## config.mk

```make
export PLATFORM = sky130hd
export DESIGN_NAME = tempsens_host_reader
export DESIGN_NICKNAME = d
export VERILOG_FILES = /design/src/rtl/tempsens_pkg.sv /design/src/rtl/tempsens_uart_rx.sv /design/src/rtl/tempsens_host_reader.sv
export SDC_FILE = /design/constraint.sdc
export NUM_CORES = 1
export LEC_CHECK = 0
export BUFFER_PORTS_ARGS = -buffer_cell sky130_fd_sc_hd__clkbuf_2
export CORE_MARGIN = 1
export CORE_UTILIZATION = 30
export CTS_BUF_LIST = sky130_fd_sc_hd__clkbuf_4
export DETAILED_ROUTE_END_ITERATION = 10
export PLACE_DENSITY = 0.47
export SLEW_MARGIN = 40
export SYNTH_ARGS = -nofsm -noshare
export SYNTH_HDL_FRONTEND = slang
export SYNTH_SLANG_ARGS = --single-unit
```

## constraint.sdc

```tcl
create_clock -name clk -period 5 [get_ports clk]
set_clock_uncertainty 0.15 [all_clocks]
set_input_delay 0.5 -clock clk [delete_from_list [all_inputs] [get_ports clk]]
set_output_delay 0.5 -clock clk [all_outputs]
set_load 0.01 [all_outputs]
```

## src/rtl/tempsens_pkg.sv

```systemverilog
// rtl/tempsens_pkg.sv - shared FSM states, command default and frame constants for the tempsens host reader
package tempsens_pkg;

    typedef enum logic [2:0] {
        IDLE     = 3'd0,
        SEND_CMD = 3'd1,
        WAIT_LSB = 3'd2,
        WAIT_MSB = 3'd3,
        DONE     = 3'd4
    } state_t;

    localparam logic [7:0] DEFAULT_CMD_BYTE = 8'h01;

    // start + 8 data + stop
    localparam int FRAME_BITS = 10;
    localparam int BIT_IDX_W  = $clog2(FRAME_BITS);

    // 8N1 frame in transmission order, bit 0 first
    function automatic logic [FRAME_BITS-1:0] build_frame(input logic [7:0] data);
        return {1'b1, data, 1'b0};
    endfunction

endpackage

```

## src/rtl/tempsens_uart_rx.sv

```systemverilog
// rtl/tempsens_uart_rx.sv - 8N1 serial receiver with synchronizer, mid-bit sampling and framing check
// clk, reset    : system clock, asynchronous active-low reset
// rx            : serial input, idle high, LSB first
// data / valid  : received byte, valid pulses one cycle when the stop bit is good
// frame_err     : one-cycle pulse when the stop bit is sampled low; the byte is dropped
module tempsens_uart_rx
    import tempsens_pkg::*;
#(
    parameter int DIV = 10
) (
    input  logic       clk,
    input  logic       reset,
    input  logic       rx,
    output logic [7:0] data,
    output logic       valid,
    output logic       frame_err
);

    localparam int                   CW        = $clog2(DIV);
    localparam logic [CW-1:0]        SAMPLE_AT = CW'(DIV / 2);
    localparam logic [CW-1:0]        LAST_CYC  = CW'(DIV - 1);
    localparam logic [BIT_IDX_W-1:0] STOP_IDX  = BIT_IDX_W'(FRAME_BITS - 1);

    logic                 rx_meta;
    logic                 rx_sync;
    logic                 rx_prev;
    logic                 fall;
    logic                 active;
    logic [CW-1:0]        cnt;
    logic [BIT_IDX_W-1:0] bit_idx;
    logic [7:0]           shreg;

    assign fall = rx_prev & ~rx_sync;

    // Synchronizer resets to the idle level so reset release never looks like a start edge.
    always_ff @(posedge clk or negedge reset) begin
        if (!reset) begin
            rx_meta <= 1'b1;
            rx_sync <= 1'b1;
            rx_prev <= 1'b1;
        end else begin
            rx_meta <= rx;
            rx_sync <= rx_meta;
            rx_prev <= rx_sync;
        end
    end

    always_ff @(posedge clk or negedge reset) begin
        if (!reset) begin
            active    <= 1'b0;
            cnt       <= '0;
            bit_idx   <= '0;
            shreg     <= '0;
            data      <= '0;
            valid     <= 1'b0;
            frame_err <= 1'b0;
        end else begin
            valid     <= 1'b0;
            frame_err <= 1'b0;
            if (!active) begin
                // The edge-detect cycle is position 0 of the start bit.
                if (fall) begin
                    active  <= 1'b1;
                    cnt     <= CW'(1);
                    bit_idx <= '0;
                end
            end else begin
                if (cnt == LAST_CYC) begin
                    cnt     <= '0;
                    bit_idx <= bit_idx + 1'b1;
                end else begin
                    cnt <= cnt + 1'b1;
                end
                if (cnt == SAMPLE_AT) begin
                    if (bit_idx == '0) begin
                        // start bit gone high by mid-bit: treat as a glitch
                        if (rx_sync) begin
                            active <= 1'b0;
                        end
                    end else if (bit_idx == STOP_IDX) begin
                        // back to hunting at mid-stop so the next start edge is not missed
                        active <= 1'b0;
                        if (rx_sync) begin
                            data  <= shreg;
                            valid <= 1'b1;
                        end else begin
                            frame_err <= 1'b1;
                        end
                    end else begin
                        shreg <= {rx_sync, shreg[7:1]};
                    end
                end
            end
        end
    end

endmodule

```

## src/rtl/tempsens_host_reader.sv

```systemverilog
// rtl/tempsens_host_reader.sv - sends a measurement command and assembles a 16-bit reply; TEMPSENS_HOST_TIMEOUT_EN enables the response timeout
// clk, reset     : system clock, asynchronous active-low reset
// start          : request one transaction, honoured only in IDLE
// rx / tx        : 8N1 serial link to the sensor, idle high
// busy           : high while the FSM is out of IDLE
// result         : last measurement {MSB byte, LSB byte}
// result_valid   : one-cycle pulse while the new result is first presented
// timeout_err    : one-cycle pulse when a response byte does not arrive in time
module tempsens_host_reader
    import tempsens_pkg::*;
#(
    parameter int         CLK_FREQ    = 10000,
    parameter int         BAUD        = 1000,
    parameter logic [7:0] CMD_BYTE    = DEFAULT_CMD_BYTE,
    parameter int         TIMEOUT_CYC = 65535
) (
    input  logic        clk,
    input  logic        reset,
    input  logic        start,
    input  logic        rx,
    output logic        tx,
    output logic        busy,
    output logic [15:0] result,
    output logic        result_valid,
    output logic        timeout_err
);

    localparam int                    DIV       = CLK_FREQ / BAUD;
    localparam int                    CW        = $clog2(DIV);
    localparam logic [CW-1:0]         LAST_CYC  = CW'(DIV - 1);
    localparam logic [BIT_IDX_W-1:0]  STOP_IDX  = BIT_IDX_W'(FRAME_BITS - 1);
    localparam logic [FRAME_BITS-1:0] CMD_FRAME = build_frame(CMD_BYTE);

    state_t               state;
    state_t               next_state;
    logic [CW-1:0]        tx_cnt;
    logic [BIT_IDX_W-1:0] tx_bit;
    logic                 tx_frame_end;
    logic [7:0]           shadow;
    logic [7:0]           rx_data;
    logic                 rx_valid;
    logic                 rx_frame_err;
    logic                 rx_good;
    logic                 timeout_hit;

    tempsens_uart_rx #(
        .DIV (DIV)
    ) u_rx (
        .clk       (clk),
        .reset     (reset),
        .rx        (rx),
        .data      (rx_data),
        .valid     (rx_valid),
        .frame_err (rx_frame_err)
    );

    // a framing error never qualifies a byte, whatever the receiver reports alongside it
    assign rx_good      = rx_valid & ~rx_frame_err;
    assign tx_frame_end = (state == SEND_CMD) && (tx_cnt == LAST_CYC) && (tx_bit == STOP_IDX);

    assign tx           = (state == SEND_CMD) ? CMD_FRAME[tx_bit] : 1'b1;
    assign busy         = (state != IDLE);
    assign result_valid = (state == DONE);

    always_ff @(posedge clk or negedge reset) begin
        if (!reset) begin
            state <= IDLE;
        end else begin
            state <= next_state;
        end
    end

    always_comb begin
        next_state = state;
        case (state)
            IDLE: begin
                if (start) begin
                    next_state = SEND_CMD;
                end
            end
            SEND_CMD: begin
                if (tx_frame_end) begin
                    next_state = WAIT_LSB;
                end
            end
            WAIT_LSB: begin
                if (rx_good) begin
                    next_state = WAIT_MSB;
                end else if (timeout_hit) begin
                    next_state = IDLE;
                end
            end
            WAIT_MSB: begin
                if (rx_good) begin
                    next_state = DONE;
                end else if (timeout_hit) begin
                    next_state = IDLE;
                end
            end
            DONE: begin
                next_state = IDLE;
            end
            default: begin
                next_state = IDLE;
            end
        endcase
    end

    // result is loaded on the edge into DONE, so it changes exactly when result_valid rises
    always_ff @(posedge clk or negedge reset) begin
        if (!reset) begin
            tx_cnt <= '0;
            tx_bit <= '0;
            shadow <= '0;
            result <= '0;
        end else begin
            if (state == SEND_CMD) begin
                if (tx_cnt == LAST_CYC) begin
                    tx_cnt <= '0;
                    tx_bit <= tx_bit + 1'b1;
                end else begin
                    tx_cnt <= tx_cnt + 1'b1;
                end
            end else begin
                tx_cnt <= '0;
                tx_bit <= '0;
            end
            if ((state == WAIT_LSB) && rx_good) begin
                shadow <= rx_data;
            end
            if ((state == WAIT_MSB) && rx_good) begin
                result <= {rx_data, shadow};
            end
        end
    end

`ifdef TEMPSENS_HOST_TIMEOUT_EN
    localparam int            TW      = $clog2(TIMEOUT_CYC + 1);
    localparam logic [TW-1:0] TO_LAST = TW'(TIMEOUT_CYC - 1);

    logic [TW-1:0] to_cnt;
    logic          in_wait;

    assign in_wait     = (state == WAIT_LSB) || (state == WAIT_MSB);
    // to_cnt holds the number of wait cycles already spent on the current byte
    assign timeout_hit = in_wait && !rx_good && (to_cnt == TO_LAST);

    always_ff @(posedge clk or negedge reset) begin
        if (!reset) begin
            to_cnt      <= '0;
            timeout_err <= 1'b0;
        end else begin
            timeout_err <= timeout_hit;
            if (!in_wait || rx_good) begin
                to_cnt <= '0;
            end else begin
                to_cnt <= to_cnt + 1'b1;
            end
        end
    end
`else
    assign timeout_hit = 1'b0;
    assign timeout_err = 1'b0;
`endif

endmodule

```

== After elaboration in Yosys (flattened, before gate mapping) ==
Memories as Yosys holds them, arrays and structs flattened.
Cells that the tools add are included.

* Mux-type cells: 32
* $add $sub $neg: 4
* Order comparisons: 1
* Reductions and logical operators: 12
* Equality and inequality tests: 15
* Bitwise operators: 6

{| class="wikitable"
|+ Operators by type and width
! kind !! count
|-
| $mux 4 || 10
|-
| $mux 1 || 17
|-
| $add 4x1->4 const B || 4
|-
| $eq 4x4->1 const B || 4
|-
| $mux 3 || 4
|-
| $pmux 3 s4 || 1
|-
| $ne 2x2->1 const B || 5
|-
| $reduce_and 4->1 || 2
|-
| $eq 3x2->1 const B || 2
|-
| $lt 4x5->1 const B || 1
|-
| $reduce_and 5->1 || 1
|-
| $eq 4x3->1 const B || 1
|-
| $logic_and 1x1->1 || 4
|-
| $logic_not 4->1 || 1
|-
| $not 1->1 || 4
|-
| $eq 3x1->1 const B || 1
|-
| $eq 3x3->1 const B || 1
|-
| $logic_not 3->1 || 1
|-
| $reduce_bool 3->1 || 1
|-
| $and 1x1->1 || 2
|-
| $ne 2x1->1 const B || 1
|-
| $reduce_and 2->1 || 1
|-
| $reduce_bool 2->1 || 1
|}

* Memory bits (read-only): 16
* Logic and storage cells: 86
* Register bits: 65
* Memories: 1

{| class="wikitable"
|+ Memories
! name !! depth !! width !! rd ports !! clocked after memory_dff !! write ports !! RTL line !! source
|-
| (name not given) || 16 || 1 || 1 || 0 || 0 || tempsens_host_reader.sv:61 || <nowiki>assign tx = (state == SEND_CMD) ? CMD_FRAME[tx_bit] : 1'b1;</nowiki>
|}

== Longest topological paths before layout ==
Gate-level depths: netlist (run 1).

* Depth after elaboration: 5
* Gate-level depth with buffers: 7
* Mapped depth without buffers: 6

== Modules after synthesis ==
A second synthesis (run 1) with hierarchy kept.

* Cell total of the unflattened synthesis: 218
* Area total of the unflattened synthesis: 2997.9 µm²

{| class="wikitable"
|+ By module, submodules not included
! module !! cells an instance !! area each (µm²) !! sequential area each (µm²) !! times used
|-
| tempsens_host_reader || 115 || 1585.3 || 875.8 || 1
|-
| tempsens_uart_rx || 103 || 1412.6 || 754.5 || 1
|}

== Worst setup path before layout (run 1) ==
No wires, ideal clock.

* Kind: reg-to-output
* Start point: register state[1]
* End point: output port tx
* Arrival: 1280 ps
* Path buffers: 2
* Stages on the path, launching flop included: 5
* Path slack: 3070 ps
* Cells stage by stage: dfrtp_1 buf_6 or3b_1 buf_2 a211o_1

* Longest elaborated chain between the ends: 2

{| class="wikitable"
|+ Ends and longest elaborated chain
! element !! RTL line !! source
|-
| start, declared || tempsens_host_reader.sv:34 || <nowiki>state_t state;</nowiki>
|-
| start signal, assigned || tempsens_host_reader.sv:69 || <nowiki>state <= next_state;</nowiki>
|-
| $eq 3x1->1 || tempsens_host_reader.sv:61 ||
|-
| $mux 1 || tempsens_host_reader.sv:61 ||
|-
| end, declared || tempsens_host_reader.sv:21 || <nowiki>output logic tx,</nowiki>
|}

Every way passes these cells.

== Worst setup path in the final report (run 1) ==
* Start point: register state[0]
* End point: output port tx

The elaborated chain is that of the path after synthesis.

==> results of run 1 <==
synth_stat cells, types with 2 or more instances:
library cell | number | area [um^2]
mux2_4 | 8 | 120
nor2b_1 | 5 | 31.3
nand2_1 | 8 | 30.0
dfrtp_1 | 62 | 1550
buf_6 | 3 | 33.8
xor2_1 | 3 | 26.3
nor2_1 | 14 | 52.6
nand4_1 | 3 | 18.8
and4bb_2 | 2 | 25.0
xnor2_1 | 6 | 52.6
mux2_2 | 32 | 360
nor3b_1 | 3 | 22.5
nand2b_1 | 2 | 12.5
o21ai_0 | 4 | 20.0
dfstp_2 | 3 | 78.8
a21oi_1 | 4 | 20.0
buf_4 | 2 | 15.0
buf_2 | 2 | 10.0
inv_1 | 7 | 26.3
ha_1 | 7 | 87.6
a22o_1 | 6 | 52.6
and2b_1 | 2 | 15.0
worst paths after layout:
check / slack (ns) / endpoint / start / cells past startpoint
worst max-delay path: 2.48 / tx / state[0] / 3
worst min-delay path: 0.21 / u_rx.rx_sync / u_rx.rx_meta / 0
worst max register to register: 3.00 / u_rx.shreg[3] / u_rx.bit_idx[0] / 6
worst min register to register: 0.21 / u_rx.rx_sync / u_rx.rx_meta / 0
max in group asynchronous: 3.74 / tx_cnt[2] / reset / 3
min in group asynchronous: 0.52 / result[4] / reset / 3
through the flow:
step           util [%]  power [W]  cells  setup slack, ns
2_1_floorplan         -   0.000885    209             3.07
3_3_place_gp       32.9   0.000947    334             2.97
3_5_place_dp       32.9   0.000952    334             2.93
4_1_cts            34.7    0.00132    352             2.45
5_1_grt            34.7    0.00140    352             2.33
6_report           34.7    0.00130    352             2.48
final cells by class:
| type | count | area [um^2] |
|---|---|---|
| fill | 910 | 6000 |
| multi-input combinational | 128 | 1110 |
| tap | 111 | 139 |
| clock buffer | 9 | 67.6 |
| inverter | 7 | 26.3 |
| timing repair buffer | 25 | 141 |
| sequential | 65 | 1630 |
| clock inverter | 7 | 77.6 |
sequential cells by signal (all words and copies together) (netlist names):
name / cells
state: 3
u_rx.rx_sync: 1
tx_bit: 4
u_rx.cnt: 4
u_rx.data: 8
u_rx.active: 1
u_rx.valid: 1
shadow: 8
u_rx.rx_meta: 1
result: 16
u_rx.frame_err: 1
u_rx.shreg: 8
tx_cnt: 4
u_rx.rx_prev: 1
u_rx.bit_idx: 4
layout by cell type (no fill, tap or decap), drive strengths merged, types with 3 or more instances in the layout:
master	instances
a21oi	5
a22o	6
and2b	3
clkbuf	31
clkinv	3
dfrtp	62
dfstp	3
ha	7
inv	9
mux2	40
nand2	8
nand4	3
nor2	14
nor2b	5
nor3b	3
o21ai	4
xnor2	6
xor2	3
what timing repair did:
item                                    4_1_cts  5_1_grt
setup buffers                                 0        0
hold buffers                                  2        0
endpoints found under the setup margin        0        0
hold endpoints to repair                     10        0
worst register-to-register path: stages, from the launching register on:
cell,delay (ns)
dfrtp_1,0.45
inv_1,0.11
ha_1,0.15
nand2b_1,0.07
a21oi_1,0.16
nand2b_1,0.45
mux2_4,0.35
kinds of logic after synthesis:
logic type      count (synthesis)  synth area share [%]
buf+inv                        16                  3.31
mux                            41                  17.3
flops                          65                  57.5
fa+ha+maj                       7                  3.09
xor+xnor                        9                  2.78
compound gates                 22                  5.47
simple gates                   48                  10.4
other cells                     1                 0.132
where the power goes:
part           internal (W)  total (W)  switching, W  leakage (nW)
combinational      0.000137   0.000260      0.000123         0.673
clock              0.000156   0.000362      0.000205        0.0769
sequential         0.000594   0.000678     0.0000841         0.866
layer usage:
metal  GRT usage, %  wire length (um)  part of all wire (%)
met1           14.4              2320                    51
met2           15.1              1950                    43
met3           4.85               186                   4.1
met4           4.07                66                   1.5
met5              0                 0                     0
==> results.cfg, run 1 <==
[worst_setup_path]
path_class = flop to output pin
worst_setup_path_start_kind = flop
crit_path_top_delay_cell = dfrtp_1
critPathMaxFanout = 9
critical_path_required_ns = 4.35
cp.arrival_ns = 1.87
critical_path.n_buffers_inverters = 1
timing.critical_path.to_type = output pin
timing.critical_path.cells = or3b_1, a211o_1, clkbuf_2
critical-path-top-delay-family = flip-flops
slowest_cell_delay_on_critical_path_ns = 0.52

[route]
drt-initial-drc-count = 33
postRouteWirelength_um = 4520
number_of_search_and_repair_iterations_in_the_first_detailed_routing_pass = 4
routed_via_density = 4.57
antenna_left = 0
vias = 1609
route.detailed.wl_per_inst_um = 12.8
route.detailed.drc = 0

[timing]
worst_slew_margin_rel_pct = 58.1
tightest_slew_ns = 0.626
setup_viol = 0
fin_setup_tns_ns = 0
min_period_over_period_pct = 50.3
maxClockFrequency_mhz = 398
finalCriticalPeriod_ns = 2.52
slew_viol_final = 0
report.final.hold_viol_count = 0
setup_repair_after_global_routing_missed_its_margin = no
holdWs_ns = 0.214

[floorplan]
initial_utilization_pct = 30.8
die_height_um = 99.2
floorplan.die.width_um = 99.2
dieArea_um2 = 9840
core_area_um2 = 9200
ioPinCount = 24
placement_rows = 35

[cts]
clock_latency_ns = 0.41
clock_sinks = 65
cts_root_buffer = clkbuf_4
cts_max_path_buffers = 2
cts.clk_slew.worst_paths_ns = 0.12
cts.repair.resized = 0
cts_tree = yes
numCtsBuffers = 9
cts-htree-levels = 3

[yosys]
yosys_warnings = 0
synth-seq-cells = 65
post_synth_num_cell_types = 43
synth_enable_flop_cells = 0
synthCells = 209
syn-num-nets = 220
mappedNetlistArea_um2 = 2840
ys_seq_area_share_pct = 57.5
synth_ff_type = dfrtp_1
synth_async_sr_flop_share_pct = 100
avgSynthCellArea_um2 = 13.6

[placement]
gp_congestion = 0.733
number_of_buffers_added_on_ports = 22
placement.cell_area_um2 = 3030
dp.final_hpwl_um = 2920

[job]
maxCapViolations = 0

[final_layout]
final_design_area_no_fill_um2 = 3190
post_route_cells_drive_above_1_share_pct = 36.9
area_growth_syn_to_layout_pct = 12.6
fin_nets = 247
antenna_cells_inserted = 0

[run_status]
status = finished, final reports clean

[power_and_ir_drop]
p_leak_nw = 1.62
powerDensity_nw_per_um2 = 407
ir_drop_mv = 0.128

[grt]
grt_first_pass_wirelength_um = 8000
global_route.overflow_total = 0
grt_antenna_before_repair = 0
global_route.usage.total_pct = 10.7
pin_count_of_the_biggest_net_entering_global_routing = 66
grt_pass1_vias = 1589

[min_path]
hold_path.class = flop to flop
Power figures use the tool's default switching activity.
==> inputs of run 2 (changes only) <==
PLACE_DENSITY = 0.48   (was 0.47)
clock period = 2.07 ns   (was 5 ns; I/O delays follow)
==> results.cfg, run 2 (synthesis results as in run 1) <==
[final_layout]
post_route_cells_drive_above_1_share_pct = 39.4
final_design_area_no_fill_um2 = 3250
antenna_cells_inserted = 0
fin_nets = 255
largest-register = result
final_cell_mix = dfrtp_1, mux2_2, clkbuf_2
filler_cell_count = 910
layout.area.seq_um2 = 1640
final_core_util_pct = 35.3
area_growth_syn_to_layout_pct = 14.7
layout_commonest_cell = dfrtp_1
multi_input_area_um2 = 1120
layout.cells.non_filler = 360
largest_reg_flops = 16

[power_and_ir_drop]
proportion_of_power_drawn_by_flip_flops_and_latches_pct = 51.3
power_switching_share_pct = 30.2
clock_power_share_pct = 25.6
ir_drop_mv = 0.305
p_comb_share_pct = 23.1
p_leak_nw = 1.64
intPower_w = 0.00218
powerDensity_nw_per_um2 = 960
power.switching_w = 0.000943

[floorplan]
floorplan.die.width_um = 99.2
die_height_um = 99.2
initial_utilization_pct = 30.8
ioPinCount = 24
dieArea_um2 = 9840
core_area_um2 = 9200
placement_rows = 35

[route]
antenna_left = 0
route.detailed.drc = 0
drt-initial-drc-count = 27
route.detailed.wl_per_inst_um = 12.8
vias = 1615
routed_via_density = 4.49
postRouteWirelength_um = 4610
number_of_search_and_repair_iterations_in_the_first_detailed_routing_pass = 4

[run_status]
status = finished, final reports clean

[timing]
maxClockFrequency_mhz = 502
report.final.hold_viol_count = 0
postLayoutSetupSlackWorst_ns = 0.0797
setup_viol = 0
worst_slew_margin_rel_pct = 60.0
tightest_slew_ns = 0.598
setup_repair_after_global_routing_missed_its_margin = yes
finalCriticalPeriod_ns = 1.99
min_period_over_period_pct = 96.1
slew_viol_final = 0

[cts]
cts-htree-levels = 3
clock_sinks = 65
cts_root_buffer = clkbuf_4
cts_max_path_buffers = 2
clock_latency_ns = 0.40
cts.clk_slew.worst_paths_ns = 0.11
numCtsBuffers = 9
cts_tree = yes

[worst_setup_path]
cp.arrival_ns = 1.63
critPathMaxFanout = 5
slowest_cell_delay_on_critical_path_ns = 0.45
timing.critical_path.cells = ha_2, nor2b_1, nor2b_1, a211o_1, buf_2
critical_path_required_ns = 1.71
timing.critical_path.mode_cell = nor2b_1
crit_path_top_delay_cell = dfrtp_2
timing.critical_path.to_type = output pin
path_class = flop to output pin
worst_setup_path_start_kind = flop

[placement]
numPlacedInstances = 336
gp_congestion = 0.669
dp.final_hpwl_um = 2840
placement.cell_area_um2 = 3050
number_of_buffers_added_on_ports = 22
dp_slack_ns = 0.228

[grt]
grt_first_pass_wirelength_um = 7880
grt_antenna_before_repair = 0
global_route.overflow_total = 0
global_route.usage.total_pct = 10.6
grt_pass1_vias = 1613
pin_count_of_the_biggest_net_entering_global_routing = 66

[min_path]
hold_path.class = primary input to flop

[job]
maxCapViolations = 0
run 2: path summary, 6_finish.rpt:
path	from	end	slack, ns	cells after the start
min reg2reg	u_rx.rx_meta	u_rx.rx_sync	0.22	0
max in group asynchronous	reset	u_rx.rx_prev	1.25	3
min in group asynchronous	reset	result[0]	0.20	3
max	tx_bit[0]	tx	0.08	5
max reg2reg	u_rx.bit_idx[0]	u_rx.shreg[4]	0.17	7
min	start	state[0]	0.06	5
run 2: repair_timing:
action / in CTS / in global routing
resized for setup: 3 / 4
pin swaps: 0 / 1
cloned: 0 / 0
hold buffers: 2 / 0
buffers inserted: 2 / 4
endpoints found under the setup margin: 1 / 1
endpoints found under the hold margin: 66 / 0
run 2: through the flow:
step	power (W)	hold WS, ns	setup TNS (ns)
2_1_floorplan	0.00214	-0.239	0
3_3_place_gp	0.00230	0.113	0
3_5_place_dp	0.00231	0.109	0
4_1_cts	0.00313	0.0301	0
5_1_grt	0.00336	0.0633	-0.0341
6_report	0.00312	0.0650	0
run 2: final cells by class:
| class | instances | area share (%) |
|---|---|---|
| Timing Repair Buffer | 33 | 6.47 |
| Inverter | 7 | 0.808 |
| Sequential cell | 65 | 50.3 |
| Multi-Input combinational cell | 128 | 34.3 |
| Tap cell | 111 | 4.27 |
| Clock buffer | 10 | 2.31 |
| Clock inverter | 6 | 1.50 |
run 2: power by group through the flow:
stage                     registers (W)  clock network, W  logic (W)
after floorplan                 0.00159                 0   0.000547
after global placement          0.00163                 0   0.000675
after detailed placement        0.00163                 0   0.000683
after CTS                       0.00160          0.000825   0.000699
after global routing            0.00163          0.000893   0.000830
final                           0.00160          0.000799   0.000721
run 2: per-layer routing:
metal	track usage, %	wire length (um)
met3	2.95	134
met1	14.6	2440
met5	0	0
met2	14.4	1940
met4	7.47	99
run 2: critical path, delay by kind of cell (launching register included):
family | cells | cell delay (ns)
simple gates | 2 | 0.25
compound gates | 1 | 0.22
buf+inv | 1 | 0.14
flops | 1 | 0.45
fa+ha+maj | 1 | 0.18
==> inputs of run 3 (changes only) <==
SYNTH_HIERARCHICAL = 1   (was not set)
==> results.cfg, run 3 <==
[run_status]
status = finished, final reports clean

[worst_setup_path]
critPathMaxFanout = 10
path_class = flop to output pin
worst_setup_path_start_kind = flop
critical_path_required_ns = 1.71
timing.critical_path.to_type = output pin
cp.arrival_ns = 1.55

[cts]
cts.repair.resized = 0
clock_sinks = 65
cts_root_buffer = clkbuf_4
cts-htree-levels = 3
cts_setup_buffers = 0
cts_max_path_buffers = 2
cts_hold_buf = 3
clock_latency_ns = 0.40
cts.clk_slew.worst_paths_ns = 0.12
numCtsBuffers = 9
cts_tree = yes

[yosys]
syn-num-nets = 229
synth_enable_flop_cells = 0
synth_simple_gate_area_share_pct = 12.2
synth_compound_gate_area_share_pct = 5.93
synth_area_in_adders_pct = 2.92
synth_async_sr_flop_share_pct = 100
synthCells = 218
yosys-top-cells-count = dfrtp_1, mux2_2, mux2_4, nand2_1, ha_1
avgSynthCellArea_um2 = 13.8
ys_top_cells_by_area = dfrtp_1, mux2_4, mux2_2, ha_1, dfstp_2
mappedNetlistArea_um2 = 3000
synth_top_family_by_area = multiplexers
synth_top_area_share_pct = 51.8
synth_ff_type = dfrtp_1
post-synth-top-count-cell = dfrtp_1
yosys_warnings = 6
multiplexer_area_fraction_after_synthesis_pct = 18.5
ys_seq_area_share_pct = 54.4
synth-seq-cells = 65
post_synth_num_cell_types = 50
synth_largest_area_cell = dfrtp_1
synth_xor_xnor_area_share_pct = 1.46

[grt]
grt_first_pass_wirelength_um = 8730
pin_count_of_the_biggest_net_entering_global_routing = 26
global_route.usage.total_pct = 11.1
grt_util_met3_pct = 4.51
global_route.usage.met1_pct = 14.1
grt_most_used_layer = met2
grt_use_met2_pct = 17.0
grt_pass1_vias = 1739
global_route.overflow_total = 0
grt_antenna_before_repair = 0

[timing]
fin_setup_tns_ns = 0
min_period_over_period_pct = 92.3
report.final.hold_viol_count = 0
slew_viol_final = 0
maxClockFrequency_mhz = 523
finalCriticalPeriod_ns = 1.91
setup_viol = 0
setup_repair_after_global_routing_missed_its_margin = no

[route]
route.detailed.drc = 0
route.detailed.wl_per_inst_um = 12.8
number_of_search_and_repair_iterations_in_the_first_detailed_routing_pass = 4
postRouteWirelength_um = 4950
antenna_left = 0
vias = 1712
routed_via_density = 4.44
drt-initial-drc-count = 29

[final_layout]
fin_nets = 259
layout_commonest_cell = dfrtp_1
final_cell_mix = dfrtp_1, mux2_2, clkbuf_2
post_route_cells_drive_above_1_share_pct = 35.2
largest_reg_flops = 16
final_core_util_pct = 34.9
largest-register = result
area_growth_syn_to_layout_pct = 13.2
antenna_cells_inserted = 0
filler_cell_count = 981
layout.cells.non_filler = 386

[floorplan]
dieArea_um2 = 10400
core_area_um2 = 9730
ioPinCount = 24
floorplan.die.width_um = 102
placement_rows = 36
die_height_um = 102
initial_utilization_pct = 30.8

[placement]
gp_congestion = 0.721
numPlacedInstances = 367
dp.final_hpwl_um = 3470
number_of_buffers_added_on_ports = 22

[power_and_ir_drop]
report.power.total_w = 0.00279
powerDensity_nw_per_um2 = 823
p_leak_nw = 1.66
ir_drop_mv = 0.336

[min_path]
hold_path.class = primary input to asynchronous set/reset pin

[job]
maxCapViolations = 0
run 3: power breakdown:
part	internal, W	switching [W]
sequential	0.00136	0.000139
combinational	0.000254	0.000222
clock	0.000383	0.000431
run 3: area by class of cell:
| class | instances | area, um^2 | area share [%] |
|---|---|---|---|
| multi-input cells | 135 | 1230 | 36.4 |
| clock buffers | 11 | 82.6 | 2.43 |
| flip-flops and latches | 65 | 1630 | 48.0 |
| clock inverters | 5 | 46.3 | 1.36 |
| repair buffers | 31 | 210 | 6.19 |
| well taps | 133 | 166 | 4.90 |
| inverters | 6 | 22.5 | 0.664 |
run 3: path summary, 6_finish.rpt:
path | from | endpoint | slack [ns] | cells after the start
max in group asynchronous | reset | u_rx/data[1] | 0.95 | 3
min in group clk | u_rx/rx_meta | u_rx/rx_sync | 0.22 | 0
min reg2reg | u_rx/rx_meta | u_rx/rx_sync | 0.22 | 0
max | state[0] | tx | 0.16 | 3
max reg2reg | u_rx/cnt[1] | u_rx/data[2] | 0.28 | 3
min | reset | result[14] | 0.15 | 2
run 3: cells by family (layout without fill, tap and decap cells):
logic type      count (synthesis)  in the layout
mux                            44             44
compound gates                 24             24
fa+ha+maj                       7              7
other cells                     1              1
simple gates                   54             54
buf+inv                        18             53
xor+xnor                        5              5
flops                          65             65
run 3: per-layer routing:
metal | up-vias | part of all wire (%)
li1 | 840 | -
met1 | 850 | 48
met2 | 17 | 47
met3 | 5 | 3.8
met4 | 0 | 1.3
met5 | - | 0
run 3: through the flow:
stage | cell area (um^2) | setup slack (ns) | hold slack [ns]
finish | 3390 | 0.159 | 0.151
global route | 3390 | 0.0137 | 0.172
CTS | 3390 | 0.128 | 0.150
detailed placement | 3230 | 0.292 | 0.0629
global placement | 3230 | 0.307 | 0.0622
floorplan | 3000 | 0.356 | -0.239
run 3: worst max-delay path, stage by stage, from the launching register on:
cell and delay (ns):
dfrtp_1 0.53, nor3b_1 0.33, o211ai_1 0.15, clkbuf_2 0.15
